$ cat src/rtl/hwa_out_reader.sv
// hwa_out_reader
// Captures the packed multi-lane result bus of the stochastic FIR accelerator
// at fixed intervals after `start`, buffers whole frames in a small FIFO and
// streams them out one lane per valid/ready transfer.
//
// Optional feature macro: HWA_READER_FRAME_ID_EN
//   defined     - 8-bit frame sequence counter, stored with each frame and
//                 presented on frame_id for every lane of that frame
//   not defined - no counter or tag storage, frame_id tied to 0
//
// Ports
//   clock     in   sole clock, rising edge
//   reset_n   in   asynchronous active-low reset
//   start     in   arms / re-arms capture (same pulse the accelerator sees)
//   stop      in   ends capture; wins over start
//   hwa_out   in   accelerator result bus, lane k at [(k+1)(N+1)-1 : k(N+1)]
//   m_data    out  lane value
//   m_lane    out  lane index of m_data
//   m_last    out  high on lane LANES-1
//   m_valid   out  word available
//   m_ready   in   consumer accepts word
//   frame_id  out  frame sequence number (0 when feature disabled)
//   busy      out  capture armed (WAIT or RUN)
//   overflow  out  sticky: a capture was dropped on a full FIFO
//
// state  | meaning
// -------+-------------------------------------------------------------
// IDLE   | not capturing; FIFO may still drain
// WAIT   | counting down the initial latency to the first capture
// RUN    | capturing once every PERIOD cycles
module hwa_out_reader #(
   parameter int N       = 12,
   parameter int LANES   = 4,
   parameter int LATENCY = 4096,
   parameter int PERIOD  = 4096,
   parameter int DEPTH   = 4
) (
   input  logic                        clock,
   input  logic                        reset_n,
   input  logic                        start,
   input  logic                        stop,
   input  logic [(N+1)*LANES-1:0]      hwa_out,
   output logic [N:0]                  m_data,
   output logic [$clog2(LANES)-1:0]    m_lane,
   output logic                        m_last,
   output logic                        m_valid,
   input  logic                        m_ready,
   output logic [7:0]                  frame_id,
   output logic                        busy,
   output logic                        overflow
);

   localparam int W    = (N+1)*LANES;
   localparam int LW   = $clog2(LANES);
   localparam int AW   = $clog2(DEPTH);
   localparam int MAXV = (LATENCY > PERIOD) ? LATENCY : PERIOD;
   localparam int CW   = $clog2(MAXV + 1);

   localparam logic [CW-1:0] LAT_LD    = CW'(LATENCY - 1);
   localparam logic [CW-1:0] PER_LD    = CW'(PERIOD - 1);
   localparam logic [LW-1:0] LAST_LANE = LW'(LANES - 1);
   localparam logic [AW:0]   CNT_ONE   = (AW+1)'(1);
   localparam logic [AW:0]   CNT_FULL  = (AW+1)'(DEPTH);

   typedef enum logic [1:0] {
      S_IDLE = 2'd0,
      S_WAIT = 2'd1,
      S_RUN  = 2'd2
   } state_t;

   state_t         state;
   logic [CW-1:0]  cnt;
   logic           cap;

   logic [W-1:0]   mem [DEPTH];
   logic [AW-1:0]  wr_ptr;
   logic [AW-1:0]  rd_ptr;
   logic [AW:0]    count;
   logic           pop;
   logic           wr_ok;

   logic           ld_en;
   logic           ld_valid;
   logic [AW-1:0]  ld_ptr;
   logic [LW-1:0]  ld_lane;
   logic [W-1:0]   ld_frame;
   logic [N:0]     ld_word;

   // start/stop cycles never capture, even when the counter hits zero
   assign cap = (state != S_IDLE) && !start && !stop && (cnt == '0);

   always_ff @(posedge clock or negedge reset_n) begin
      if (!reset_n) begin
         state <= S_IDLE;
         cnt   <= '0;
         busy  <= 1'b0;
      end else if (stop) begin
         state <= S_IDLE;
         busy  <= 1'b0;
      end else if (start) begin
         state <= S_WAIT;
         cnt   <= LAT_LD;
         busy  <= 1'b1;
      end else begin
         case (state)
            S_WAIT, S_RUN: begin
               if (cnt == '0) begin
                  state <= S_RUN;
                  cnt   <= PER_LD;
               end else begin
                  cnt <= cnt - CW'(1);
               end
            end
            default: ;
         endcase
      end
   end

   // a frame leaves the FIFO only once its last lane has been transferred,
   // so a full FIFO can still accept a capture on that same edge
   assign pop   = m_valid && m_ready && m_last;
   assign wr_ok = cap && ((count < CNT_FULL) || pop);

   always_ff @(posedge clock) begin
      if (wr_ok) mem[wr_ptr] <= hwa_out;
   end

   always_ff @(posedge clock or negedge reset_n) begin
      if (!reset_n) begin
         wr_ptr   <= '0;
         rd_ptr   <= '0;
         count    <= '0;
         overflow <= 1'b0;
      end else begin
         if (wr_ok) wr_ptr <= wr_ptr + AW'(1);
         if (pop)   rd_ptr <= rd_ptr + AW'(1);
         case ({wr_ok, pop})
            2'b10:   count <= count + CNT_ONE;
            2'b01:   count <= count - CNT_ONE;
            default: ;
         endcase
         if (cap && !wr_ok) overflow <= 1'b1;
      end
   end

   // Output word selection. The output register always holds lane m_lane of
   // the head frame; after the last lane it moves to lane 0 of the next frame
   // if one is already buffered (the one written this edge is not counted).
   always_comb begin
      ld_en    = !m_valid || m_ready;
      ld_valid = 1'b0;
      ld_ptr   = rd_ptr;
      ld_lane  = '0;
      if (m_valid && !m_last) begin
         ld_valid = 1'b1;
         ld_lane  = m_lane + LW'(1);
      end else if (m_valid) begin
         ld_ptr   = rd_ptr + AW'(1);
         ld_valid = (count > CNT_ONE);
      end else begin
         ld_valid = (count != '0);
      end
      ld_frame = mem[ld_ptr];
      ld_word  = ld_frame[int'(ld_lane)*(N+1) +: (N+1)];
   end

   always_ff @(posedge clock or negedge reset_n) begin
      if (!reset_n) begin
         m_valid <= 1'b0;
         m_data  <= '0;
         m_lane  <= '0;
         m_last  <= 1'b0;
      end else if (ld_en) begin
         m_valid <= ld_valid;
         if (ld_valid) begin
            m_data <= ld_word;
            m_lane <= ld_lane;
            m_last <= (ld_lane == LAST_LANE);
         end else begin
            m_lane <= '0;
            m_last <= 1'b0;
         end
      end
   end

`ifdef HWA_READER_FRAME_ID_EN
   logic [7:0] fid_cnt;
   logic [7:0] tags [DEPTH];

   // counts capture attempts, dropped ones included, so gaps reveal drops
   always_ff @(posedge clock or negedge reset_n) begin
      if (!reset_n) begin
         fid_cnt <= 8'd0;
      end else if (start && !stop && (state == S_IDLE)) begin
         fid_cnt <= 8'd0;
      end else if (cap) begin
         fid_cnt <= fid_cnt + 8'd1;
      end
   end

   always_ff @(posedge clock) begin
      if (wr_ok) tags[wr_ptr] <= fid_cnt;
   end

   always_ff @(posedge clock or negedge reset_n) begin
      if (!reset_n) begin
         frame_id <= 8'd0;
      end else if (ld_en && ld_valid) begin
         frame_id <= tags[ld_ptr];
      end
   end
`else
   assign frame_id = 8'd0;
`endif

endmodule

$ cat config.mk
export PLATFORM = sky130hd
export DESIGN_NAME = hwa_out_reader
export DESIGN_NICKNAME = d
export VERILOG_FILES = /design/src/rtl/hwa_out_reader.sv
export SDC_FILE = /design/constraint.sdc
export NUM_CORES = 1
export LEC_CHECK = 0
export BUFFER_PORTS_ARGS = -buffer_cell sky130_fd_sc_hd__buf_2
export CORE_UTILIZATION = 45
export DETAILED_ROUTE_END_ITERATION = 8
export PLACE_DENSITY = 0.66
export SYNTH_ARGS = -nofsm -noshare
export SYNTH_HDL_FRONTEND = slang
export SYNTH_SLANG_ARGS = --single-unit
$ cat constraint.sdc
create_clock -name clock -period 3.1 [get_ports clock]
set_input_delay 0.155 -clock clock [delete_from_list [all_inputs] [get_ports clock]]
set_output_delay 0.155 -clock clock [all_outputs]
set_load 0.005 [all_outputs]
* Yosys cells after proc, flatten, opt, wreduce, memory -nomap -nowiden
Memories as Yosys holds them, arrays and structs flattened.
Cells that the tools add are included.
** Storage, ports and cells
- Input port bits :: 57
- Flip-flop bits (word level) :: 41
- Memories kept :: 1
- Bits in writable memories :: 208
- Output and inout port bits :: 27
** Memory list
- mem :: depth 4, width 52, read ports 1, clocked after memory_dff 0, wr ports 1, line 75 : logic [W-1:0] mem [DEPTH];
** Operators by class
- Eq/ne operators :: 5
- $mul :: 1
- Magnitude comparators :: 2
- Shift-type cells :: 1
- $add $sub $neg :: 6
- Muxes and demuxes :: 19
- Reduce and logical (&&, ||, !) cells :: 27
- Bitwise gates (word level) :: 1
** Operators with widths (number)
- indexed part select 52 x 7 -> 13 bit :: 1
- 2-to-1 mux 13 bit :: 3
- 2-to-1 mux 2 bit :: 8
- logical NOT 13 bit :: 1
- subtractor 13 x 1 -> 13 bit, second input constant :: 1
- nonzero test 3 bit :: 3
- logical AND 1 bit :: 8
- nonzero test 2 bit :: 4
- 2-to-1 mux 1 bit :: 7
- adder 2 x 1 -> 2 bit, second input constant :: 3
- equality test 2 bit, second input constant :: 3
- multiplier 2 x 4 -> 6 bit, second input constant :: 1
- one-hot mux 3 bit (2 select lines) :: 1
- AND reduction 2 bit :: 3
- logical NOT 1 bit :: 5
- equality test 2 x 1 -> 1 bit, second input constant :: 2
- adder 3 x 1 -> 3 bit, second input constant :: 1
- greater-than comparator 3 x 1 -> 1 bit, second input constant :: 1
- < comparator 3 bit, second input constant :: 1
- subtractor 3 x 1 -> 3 bit, second input constant :: 1
- logical OR 1 bit :: 2
- OR reduction 2 bit :: 1
- inverter 1 bit :: 1

* Logic depth before layout (Yosys ltp)
Gate-level depths: netlist of the first run.
- Word-level depth :: 7
- Mapped depth :: 13
- Mapped depth without buffers :: 10

* Worst setup path after synthesis of the first run
Ideal clock, no wire load.
- Path type :: register -> register
- Start point :: register cnt[7]
- End point :: memory mem[0][0] (netlist name), enable pin
- Arrival time :: 2.846 ns
- Buffers on the path :: 1
- Library setup time :: 0.415 ns
- Setup slack :: -0.161 ns
- Cell stages (with the launch flop) :: 6
- Cells stage by stage :: dfrtp_1 > or4_1 > and4bb_2 > and3_1 > buf_2 > and2_1
** On the way
- Word-level cells in the longest chain between the ends :: 5
** Ends and longest elaborated chain
- start, declared :: line 72 : logic [CW-1:0] cnt;
- start signal, assigned :: line 111 : cnt <= cnt - CW'(1);
- logical NOT 13 bit :: line 90 : assign cap = (state != S_IDLE) && !start && !stop && (cnt == '0);
- logical AND 1 bit :: line 90
- logical AND 1 bit :: line 122 : assign wr_ok = cap && ((count < CNT_FULL) || pop);
- 2-to-1 mux 1 bit :: line 125 : if (wr_ok) mem[wr_ptr] <= hwa_out;
- 2-to-1 mux 1 bit (not written as such) :: line 125
- end, declared :: line 75
No other way between the ends.

* Worst setup path in the final report of the first run
- Start point :: register m_valid
- End point :: memory mem[0][26] (netlist name), enable pin
** On the way
- Word-level cells in the longest chain between the ends :: 6
** Ends and longest elaborated chain
- start, declared :: line 46 : output logic m_valid,
- start signal, assigned :: line 174 : m_valid <= ld_valid;
- logical AND 1 bit (2 in series) :: line 121 : assign pop = m_valid && m_ready && m_last;
- logical OR 1 bit :: line 122
- logical AND 1 bit :: line 122
- 2-to-1 mux 1 bit :: line 125
- 2-to-1 mux 1 bit (not written as such) :: line 125
No other way between the ends.

==> results.yml, run 1 <==
floorplanning:
  num_rows: 58
  fp.dieW_um: 162.4
  core_um2: 25180
  fp.dieArea_um2: 26380
  initial_utilization: 0.4600
  num_io_pins: 84
  die_y_um: 162.4
clocking:
  htreeDepth: 1
  cts_tree: "built"
  clk_latency_ns: 0.54
  cts_root_buf: "clkbuf_16"
  clk_pin_slew_ns: 0.06
  cts_made_buffers: 27
  clockBufferDepth: 3
  cts.sinks: 249
  cts_resized: 0
outcome:
  outcome: "finished, final reports clean"
place:
  gp_congestion: 0.8128
  port-buffer-count: 75
  dp_cells: 1220
  detailed_place_hpwl_mm: 16.02
  placed_cell_area_um2: 12330
  place_ws_ns: 0.2627
power:
  p_leak_nw: 4.874
  power.total_mw: 11.55
  ir_worst_vdd_mv: 0.5748
  powerDensity_nw_per_um2: 835.9
worst_setup_path:
  cp_top_family: "simple AND/OR/NAND/NOR gates"
  critical_path_required_ns: 3.30
  crit_path_end_kind: "register"
  crit_fanout: 53
  critPathKind: "register to register"
  cp_slowest_cell: "dfrtp_1"
  worst_r2r_endpoint: "mem[0][26]"
  slowest_delay_ns: 0.53
  crit_chain: "and2_4 > buf_4 > nand2_1 > nand2_1 > and3_1 > and2_2 > buf_4"
  timing.critical_path.buf_inv: 2
  rr_startpoint: "m_valid"
  cp.arrival_ns: 3.00
  reg2regPathDepth: 7
  ff2ff_setup_slack_ns: 0.30
  start_kind: "register"
final_layout:
  area_growth_pct: 19.33
  fin_area_um2: 13820
  layout-drive-gt1-share: 0.2304
  n_antenna_cell: 0
  final_cells: 1324
  nNetsFinal: 1044
sta:
  max_slew.worst_pin.slew_ns: 1.019
  rsz0062_at_grt: "false"
  fin_crit_sh: 0.9038
  slew_violations: 0
  maxSlewHeadroom: 0.3207
  setup_viol: 0
  tns_ns: 0
  clock_skew_ns: 0.01877
  layout_min_cycle_time_ns: 2.802
  fmax_mhz: 356.9
  hold_viol_final: 0
  setup_ws_ns: 0.2981
routing:
  vias: 7380
  first_iter_violations: 708
  drc: 0
  first_pass_iters: 5
  avgViaCountPerCell: 5.574
  post_drt_wl_per_cell_um: 19.17
  wl_mm: 25.38
  ant_nets: 0
global_route:
  use_met2: 0.3320
  met3_usage: 0.02317
  busiest_layer: "met2"
  grt_max_degree: 65
  gr-total-overflow: 0
  antenna_found_initial: 0
  grt_pass1_wl_mm: 40.74
  grtUsageMet1: 0.2804
  grt.total_usage: 0.2017
  grt_pass1_vias: 7372
yosys:
  syn_avg_cell_area_um2: 13.59
  synth_cell_type_count: 51
  synth_flop_cell: "edfxtp_1"
  synth_top_area_frac: 0.5393
  synth_seq_area_share: 0.6278
  synth.largest_area_cell: "edfxtp_1"
  syn_inst: 852
  ys_warn_count: 0
  synthArstFlopShare: 0.1647
  ys_top_cells_by_area: "edfxtp_1, mux4_2, dfrtp_1"
  synth.cell_area_um2: 11580
  synth-edff-count: 208
  ys_ff_latch: 249
min_path:
  hold_start: "m_ready"
  hold_path.class: "primary input to register"
  worst_hold_path.num_cells: 4
  hold_end: "m_lane[1]"
run:
  timing.max_cap.violations: 0
-- final cells by class --
class / count / area [um^2]
clock inverters: 18 / 246.5
multi-input cells: 529 / 3934
well taps: 330 / 412.9
clock buffers: 30 / 686.9
inverters: 14 / 52.55
fillers: 2026 / 11360
flip-flops and latches: 249 / 7279
repair buffers: 154 / 1209
-- layout by cell type, fill, tap and decap left out, types with 3 or more instances in the layout --
cell type / count
bufinv_16: 6
a31oi_1: 13
clkinv_2: 6
nor3_1: 5
dfrtp_1: 39
nand2_1: 19
a21oi_1: 17
clkbuf_16: 27
nand2b_1: 3
ha_1: 12
clkinv_1: 3
o21ai_0: 31
dlygate4sd3_1: 56
mux2_2: 26
edfxtp_1: 208
nand3_1: 6
xor2_1: 4
o32a_1: 24
buf_2: 75
xnor2_1: 12
mux4_2: 50
inv_1: 14
and2_2: 4
clkbuf_1: 3
nor2_1: 205
conb_1: 8
nor2b_1: 24
buf_12: 8
buf_4: 15
or3_1: 3
a211oi_1: 26
-- tightest hold or removal path, cell delays in order --
cell and delay, ns:
buf_2 0.13, o21ai_0 0.07, a21oi_1 0.07, nor2_1 0.07
-- kinds of logic (layout without fill, tap and decap cells) --
family / Yosys count / after routing / share of synthesized area
simple gates: 286 / 286 / 0.1062
flops: 249 / 249 / 0.6278
compound gates: 128 / 128 / 0.07789
buf+inv: 81 / 216 / 0.03608
mux: 78 / 78 / 0.1242
xor+xnor: 17 / 17 / 0.01448
fa+ha+maj: 12 / 12 / 0.01296
other cells: 1 / 8 / 0.0003238
-- worst max path at each step --
stage | from | to | slack [ns] | cells past startpoint
floorplan | cnt[7] | mem[0][0] | 0.40 | 5
global placement | m_valid | mem[1][48] | 0.32 | 7
detailed placement | m_valid | mem[1][1] | 0.26 | 7
CTS | m_valid | mem[1][0] | 0.28 | 7
global route | m_valid | mem[0][50] | 0.02 | 7
finish | m_valid | mem[0][26] | 0.30 | 7
-- power breakdown --
group,total (mW),internal [mW],leakage [nW],switching [mW]
Sequential,4.09,3.80,2.32,0.296
Clock,3.36,2.09,0.458,1.27
Combinational,4.10,1.89,2.10,2.22
Total,11.6,7.77,4.87,3.78
-- synth_stat cells (13+ instances only) --
master	count
clkbuf_1	22
nand2_1	20
mux4_2	50
nor2_1	205
buf_4	16
buf_2	25
o32a_1	24
a21oi_1	17
inv_1	14
nor2b_1	24
a211oi_1	26
o21ai_0	31
a31oi_1	13
edfxtp_1	208
mux2_2	26
dfrtp_1	41
-- stage by stage --
stage	hold slack, ns	utilization
floorplan	-0.1406	-
global placement	0.3532	0.4895
detailed placement	0.3572	0.4895
CTS	0.003527	0.5488
global route	0.02714	0.5488
finish	0.01739	0.5488
-- registers in the layout, indices dropped and copies added, names as in the netlist --
register,cells
m_last,1
busy,1
state,2
rd_ptr,2
count,3
overflow,1
cnt,13
m_lane,2
mem,208
wr_ptr,2
m_valid,1
m_data,13
-- per-layer routing --
metal / wire length (um) / vias to the layer above / share of wire
met4: 655 / 0 / 0.026
li1: - / 3416 / -
met5: 0 / - / 0
met2: 12400 / 246 / 0.49
met3: 1291 / 38 / 0.051
met1: 11030 / 3680 / 0.43
-- timing repair --
| action | in CTS | in global routing |
|---|---|---|
| setup buffers | 0 | 0 |
| endpoints found under the setup margin | 0 | 0 |
| hold buffers | 56 | 0 |
| hold endpoints to repair | 252 | 0 |
Power figures use the tool's default switching activity.
==> run 2, diff against run 1 <==
--- a/config.mk
+++ b/config.mk
@@ -6,9 +6,9 @@
 export NUM_CORES = 1
 export LEC_CHECK = 0
 export BUFFER_PORTS_ARGS = -buffer_cell sky130_fd_sc_hd__buf_2
-export CORE_UTILIZATION = 45
+export CORE_UTILIZATION = 55
 export DETAILED_ROUTE_END_ITERATION = 8
-export PLACE_DENSITY = 0.66
+export PLACE_DENSITY_LB_ADDON = 0.25
 export SYNTH_ARGS = -nofsm -noshare
 export SYNTH_HDL_FRONTEND = slang
 export SYNTH_SLANG_ARGS = --single-unit
==> results.yml, run 2 (synthesized netlist as in run 1, its figures left out) <==
outcome:
  outcome: "finished, final reports clean"
final_layout:
  nNetsFinal: 1044
  n_antenna_cell: 0
  largest_reg_flops: 208
  layout-drive-gt1-share: 0.2319
  final_util: 0.6748
  final_common_cell: "edfxtp_1"
  layout_common_cells: "edfxtp_1, nor2_1, buf_2, dlygate4sd3_1, mux4_2"
  area_growth_pct: 19.02
  regMostFlops: "mem"
  top_regs: "mem (208), cnt (13), m_data (13)"
clocking:
  cts_resized: 0
  cts_root_buf: "clkbuf_16"
  clk_latency_ns: 0.54
  cts.sinks: 249
  clockBufferDepth: 3
  clk_pin_slew_ns: 0.06
  cts_made_buffers: 27
  htreeDepth: 1
  cts_tree: "built"
place:
  port-buffer-count: 75
  detailed_place_hpwl_mm: 15.93
  gp_congestion: 0.8311
  place_ws_ns: 0.4653
worst_setup_path:
  start_kind: "register"
  crit_chain: "and2_4 > buf_4 > nor2_1 > mux4_2 > o32a_1 > a31oi_1"
  crit_path_end_kind: "register"
  critical_path_required_ns: 3.56
  slowest_delay_ns: 0.55
  timing.critical_path.buf_inv: 1
  reg2regPathDepth: 6
  crit_fanout: 34
  critPathKind: "register to register"
  critical_path_depth: 6
  cp_slowest_cell: "dfrtp_1"
  cp_top_family: "compound AO/OA/AOI/OAI gates"
  cp.arrival_ns: 3.13
routing:
  avgViaCountPerCell: 5.922
  first_pass_iters: 5
  wl_mm: 25.14
  first_iter_violations: 682
  post_drt_wl_per_cell_um: 19.86
  ant_nets: 0
  vias: 7497
  drc: 0
sta:
  setup_viol: 0
  tns_ns: 0
  layout_min_cycle_time_ns: 2.675
  fin_hold_ws_ns: 0.3249
  max_slew.worst_pin.slew_ns: 1.003
  fmax_mhz: 373.8
  setup_ws_ns: 0.4250
  hold_viol_final: 0
  clock_skew_ns: 0.01089
  rsz0062_at_grt: "false"
  slew_violations: 0
  fin_crit_sh: 0.8629
  maxSlewHeadroom: 0.3315
floorplanning:
  fp.dieW_um: 147.1
  initial_utilization: 0.5669
  num_rows: 52
  core_um2: 20430
  num_io_pins: 84
  fp.dieArea_um2: 21640
  die_y_um: 147.1
power:
  powerDensity_nw_per_um2: 840.2
  share_comb_of_total_power: 0.349
  ir_worst_vdd_mv: 0.6047
  power.total_mw: 11.58
  p_leak_nw: 4.889
  clockPowerShare: 0.294
  cell_internal_pwr_mw: 7.777
  p_seq_frac: 0.357
  switching_share: 0.3286
  netSwitchingPower_mw: 3.806
global_route:
  grt_pass1_vias: 7462
  antenna_found_initial: 0
  grt.total_usage: 0.2414
  gr-total-overflow: 0
  grt_pass1_wl_mm: 39.94
  grt_max_degree: 59
run:
  timing.max_cap.violations: 0
min_path:
  hold_path.class: "primary input to asynchronous set/reset pin"
run 2: cell types whose count changed in the layout (fill, tap and decap cells not counted), sizes merged:
cell,change
clkinv,+2
buf,-1
clkbuf,-1
dlygate4sd3,+1
clkinvlp,+1
run 2: area by class of cell:
class	count	area, um^2
fillers	1473	6644
multi-input cells	529	3934
inverters	14	52.55
well taps	270	337.8
clock buffers	29	683.2
repair buffers	154	1224
clock inverters	21	275.3
flip-flops and latches	249	7279
run 2: repair_timing:
item,4_1_cts,5_1_grt
endpoints found under the setup margin,0,0
setup buffers,0,0
hold buffers,57,0
hold endpoints to repair,254,0
run 2: final timing paths:
check,startpoint,to,slack (ns)
worst min register to register,overflow,overflow,0.49
worst max-delay path,m_last,m_data[7],0.43
worst max register to register,m_last,m_data[7],0.43
min in group clock,hwa_out[31],mem[1][31],0.37
max in group asynchronous,reset_n,rd_ptr[0],2.04
worst min-delay path,reset_n,m_data[10],0.32
run 2: per-stage QoR:
stage	area (um^2)	std cells
global route	13790	1266
CTS	13790	1266
finish	13790	1266
detailed placement	12260	1159
floorplan	11610	859
global placement	12260	1159
run 2: power groups by stage:
stage               combinational, mW  clock, mW  sequential, mW
floorplan                        3.10          0            3.97
global placement                 3.92          0            4.20
detailed placement               4.00          0            4.20
CTS                              4.07       3.46            4.13
global route                     4.40       3.58            4.17
finish                           4.05       3.40            4.13
run 2: per-layer routing:
metal,up-vias,track usage,routed length [um]
met1,3724,0.3304,10160
met4,0,0.08093,744
met5,-,0,0
met2,298,0.3993,12480
li1,3425,-,-
met3,50,0.03540,1756
run 2: worst reg2reg max path, stage by stage, from the launching register on:
cell,delay [ns]
dfrtp_1,0.55
and2_4,0.47
buf_4,0.43
nor2_1,0.09
mux4_2,0.46
o32a_1,0.40
a31oi_1,0.21
==> run 3, diff against run 2 <==
--- a/config.mk
+++ b/config.mk
@@ -6,8 +6,11 @@
 export NUM_CORES = 1
 export LEC_CHECK = 0
 export BUFFER_PORTS_ARGS = -buffer_cell sky130_fd_sc_hd__buf_2
-export CORE_UTILIZATION = 55
+export CELL_PAD_IN_SITES_DETAIL_PLACEMENT = 1
+export CELL_PAD_IN_SITES_GLOBAL_PLACEMENT = 1
+export CORE_UTILIZATION = 45
 export DETAILED_ROUTE_END_ITERATION = 8
+export HOLD_SLACK_MARGIN = 0.1
 export PLACE_DENSITY_LB_ADDON = 0.25
 export SYNTH_ARGS = -nofsm -noshare
 export SYNTH_HDL_FRONTEND = slang
==> constraint.sdc (replaced) <==
create_clock -name clock -period 3.1 [get_ports clock]
set_input_delay 0.155 -clock clock [delete_from_list [all_inputs] [get_ports clock]]
set_output_delay 0.155 -clock clock [all_outputs]
set_load 0.05 [all_outputs]
==> results.yml, run 3 (synthesized netlist as in run 1, its figures left out) <==
outcome:
  outcome: "finished, final reports clean"
worst_setup_path:
  cp.arrival_ns: 2.87
  ff2ff_setup_slack_ns: 0.44
  start_kind: "register"
  critical_path_required_ns: 3.30
  worst_r2r_endpoint: "mem[1][51]"
  rr_startpoint: "cnt[7]"
  crit_path_end_kind: "register"
  crit_fanout: 24
  crit_start: "cnt[7]"
  critPathKind: "register to register"
  reg2regPathDepth: 5
floorplanning:
  fp.dieArea_um2: 26380
  fp.dieW_um: 162.4
  die_y_um: 162.4
  num_rows: 58
  num_io_pins: 84
  initial_utilization: 0.4600
  core_um2: 25180
final_layout:
  area_growth_pct: 19.01
  layout_common_cells: "edfxtp_1, nor2_1, buf_2, dlygate4sd3_1, mux4_2"
  fillCellCount: 2477
  nNetsFinal: 1044
  layout-drive-gt1-share: 0.2237
  n_antenna_cell: 0
  largest_reg_flops: 208
  top_regs: "mem (208), cnt (13), m_data (13)"
  final_common_cell: "edfxtp_1"
  regMostFlops: "mem"
  fin_area_um2: 13780
sta:
  rsz0062_at_grt: "false"
  slew_violations: 0
  layout_min_cycle_time_ns: 2.664
  setup_viol: 0
  max_slew.worst_pin.slew_ns: 1.081
  fmax_mhz: 375.3
  tns_ns: 0
  hold_viol_final: 0
  maxSlewHeadroom: 0.2793
  fin_crit_sh: 0.8595
  clock_skew_ns: 0.02147
place:
  detailed_place_hpwl_mm: 17.67
  gp_congestion: 0.7411
  port-buffer-count: 75
  placed_cell_area_um2: 12320
global_route:
  grt_pass1_wl_mm: 45.62
  grt_max_degree: 66
  gr-total-overflow: 0
  grt.total_usage: 0.2284
  grt_pass1_vias: 7864
  antenna_found_initial: 1
clocking:
  cts.sinks: 249
  clk_latency_ns: 0.56
  post_cts_buffers: 0
  cts_root_buf: "clkbuf_16"
  clk_pin_slew_ns: 0.06
  cts_tree: "built"
  cts_made_buffers: 28
  clockBufferDepth: 3
  htreeDepth: 1
routing:
  ant_nets: 0
  first_pass_iters: 4
  wl_mm: 29.01
  avgViaCountPerCell: 5.665
  drc: 0
  vias: 7518
  first_iter_violations: 557
  post_drt_wl_per_cell_um: 21.86
run:
  timing.max_cap.violations: 0
min_path:
  hold_path.class: "primary input to asynchronous set/reset pin"
power:
  power.total_mw: 11.99
  powerDensity_nw_per_um2: 869.9
  ir_worst_vdd_mv: 0.7153
  p_leak_nw: 4.851
[run 3: cell count changes in the layout (fill, tap and decap cells not counted), sizes merged]
cell	previous run	this run
clkinv	11	14
inv	16	14
bufinv	6	3
clkbuf	29	35
buf	97	96
clkinvlp	2	0
[run 3: repair_timing]
action,4_1_cts,5_1_grt
endpoints found under the setup margin,0,0
gates resized for setup,0,0
hold buffers,57,0
hold endpoints to repair,258,0
[run 3: power by group]
part	switching, mW	internal, mW	leakage (nW)
logic	2.78	1.88	2.09
clock network	1.33	1.90	0.437
registers	0.298	3.80	2.32
[run 3: layer usage]
| metal | vias to the layer above | global-route usage | share of wire |
|---|---|---|---|
| met4 | 0 | 0.08233 | 0.033 |
| met3 | 56 | 0.03107 | 0.047 |
| met2 | 201 | 0.3648 | 0.47 |
| met5 | - | 0 | 0 |
| li1 | 3426 | - | - |
| met1 | 3835 | 0.3202 | 0.45 |
[run 3: critical path: stages, from the launching register on]
cell,delay [ns]
dfrtp_1,0.43
or4_1,0.59
and4bb_2,0.37
and3_1,0.35
and2_2,0.24
buf_4,0.35
[run 3: final cells by class]
type | count | area, um^2 | area share
inverter | 14 | 52.55 | 0.003812
tap | 330 | 412.9 | 0.02995
sequential | 249 | 7279 | 0.5281
timing repair buffer | 153 | 1216 | 0.08823
clock inverter | 17 | 162.7 | 0.01180
clock buffer | 35 | 726.9 | 0.05274
multi-input combinational | 529 | 3934 | 0.2854
[run 3: worst max-delay path by stage]
stage	endpoint	slack [ns]	cells after the start
finish	mem[1][51]	0.44	5
global route	mem[1][27]	0.29	5
CTS	mem[1][51]	0.40	5
detailed placement	mem[1][49]	0.42	5
global placement	mem[1][36]	0.50	5
floorplan	mem[0][0]	0.30	9
[run 3: stage by stage]
stage | hold WS [ns] | cells | setup slack [ns] | util
6_report | 0.3237 | 1327 | 0.4356 | 0.5474
5_1_grt | 0.3466 | 1327 | 0.2866 | 0.5474
4_1_cts | 0.3332 | 1327 | 0.3979 | 0.5474
3_5_place_dp | 0.3749 | 1218 | 0.4244 | 0.4894
3_3_place_gp | 0.3642 | 1218 | 0.4967 | 0.4894
2_1_floorplan | -0.1406 | 859 | 0.3028 | -
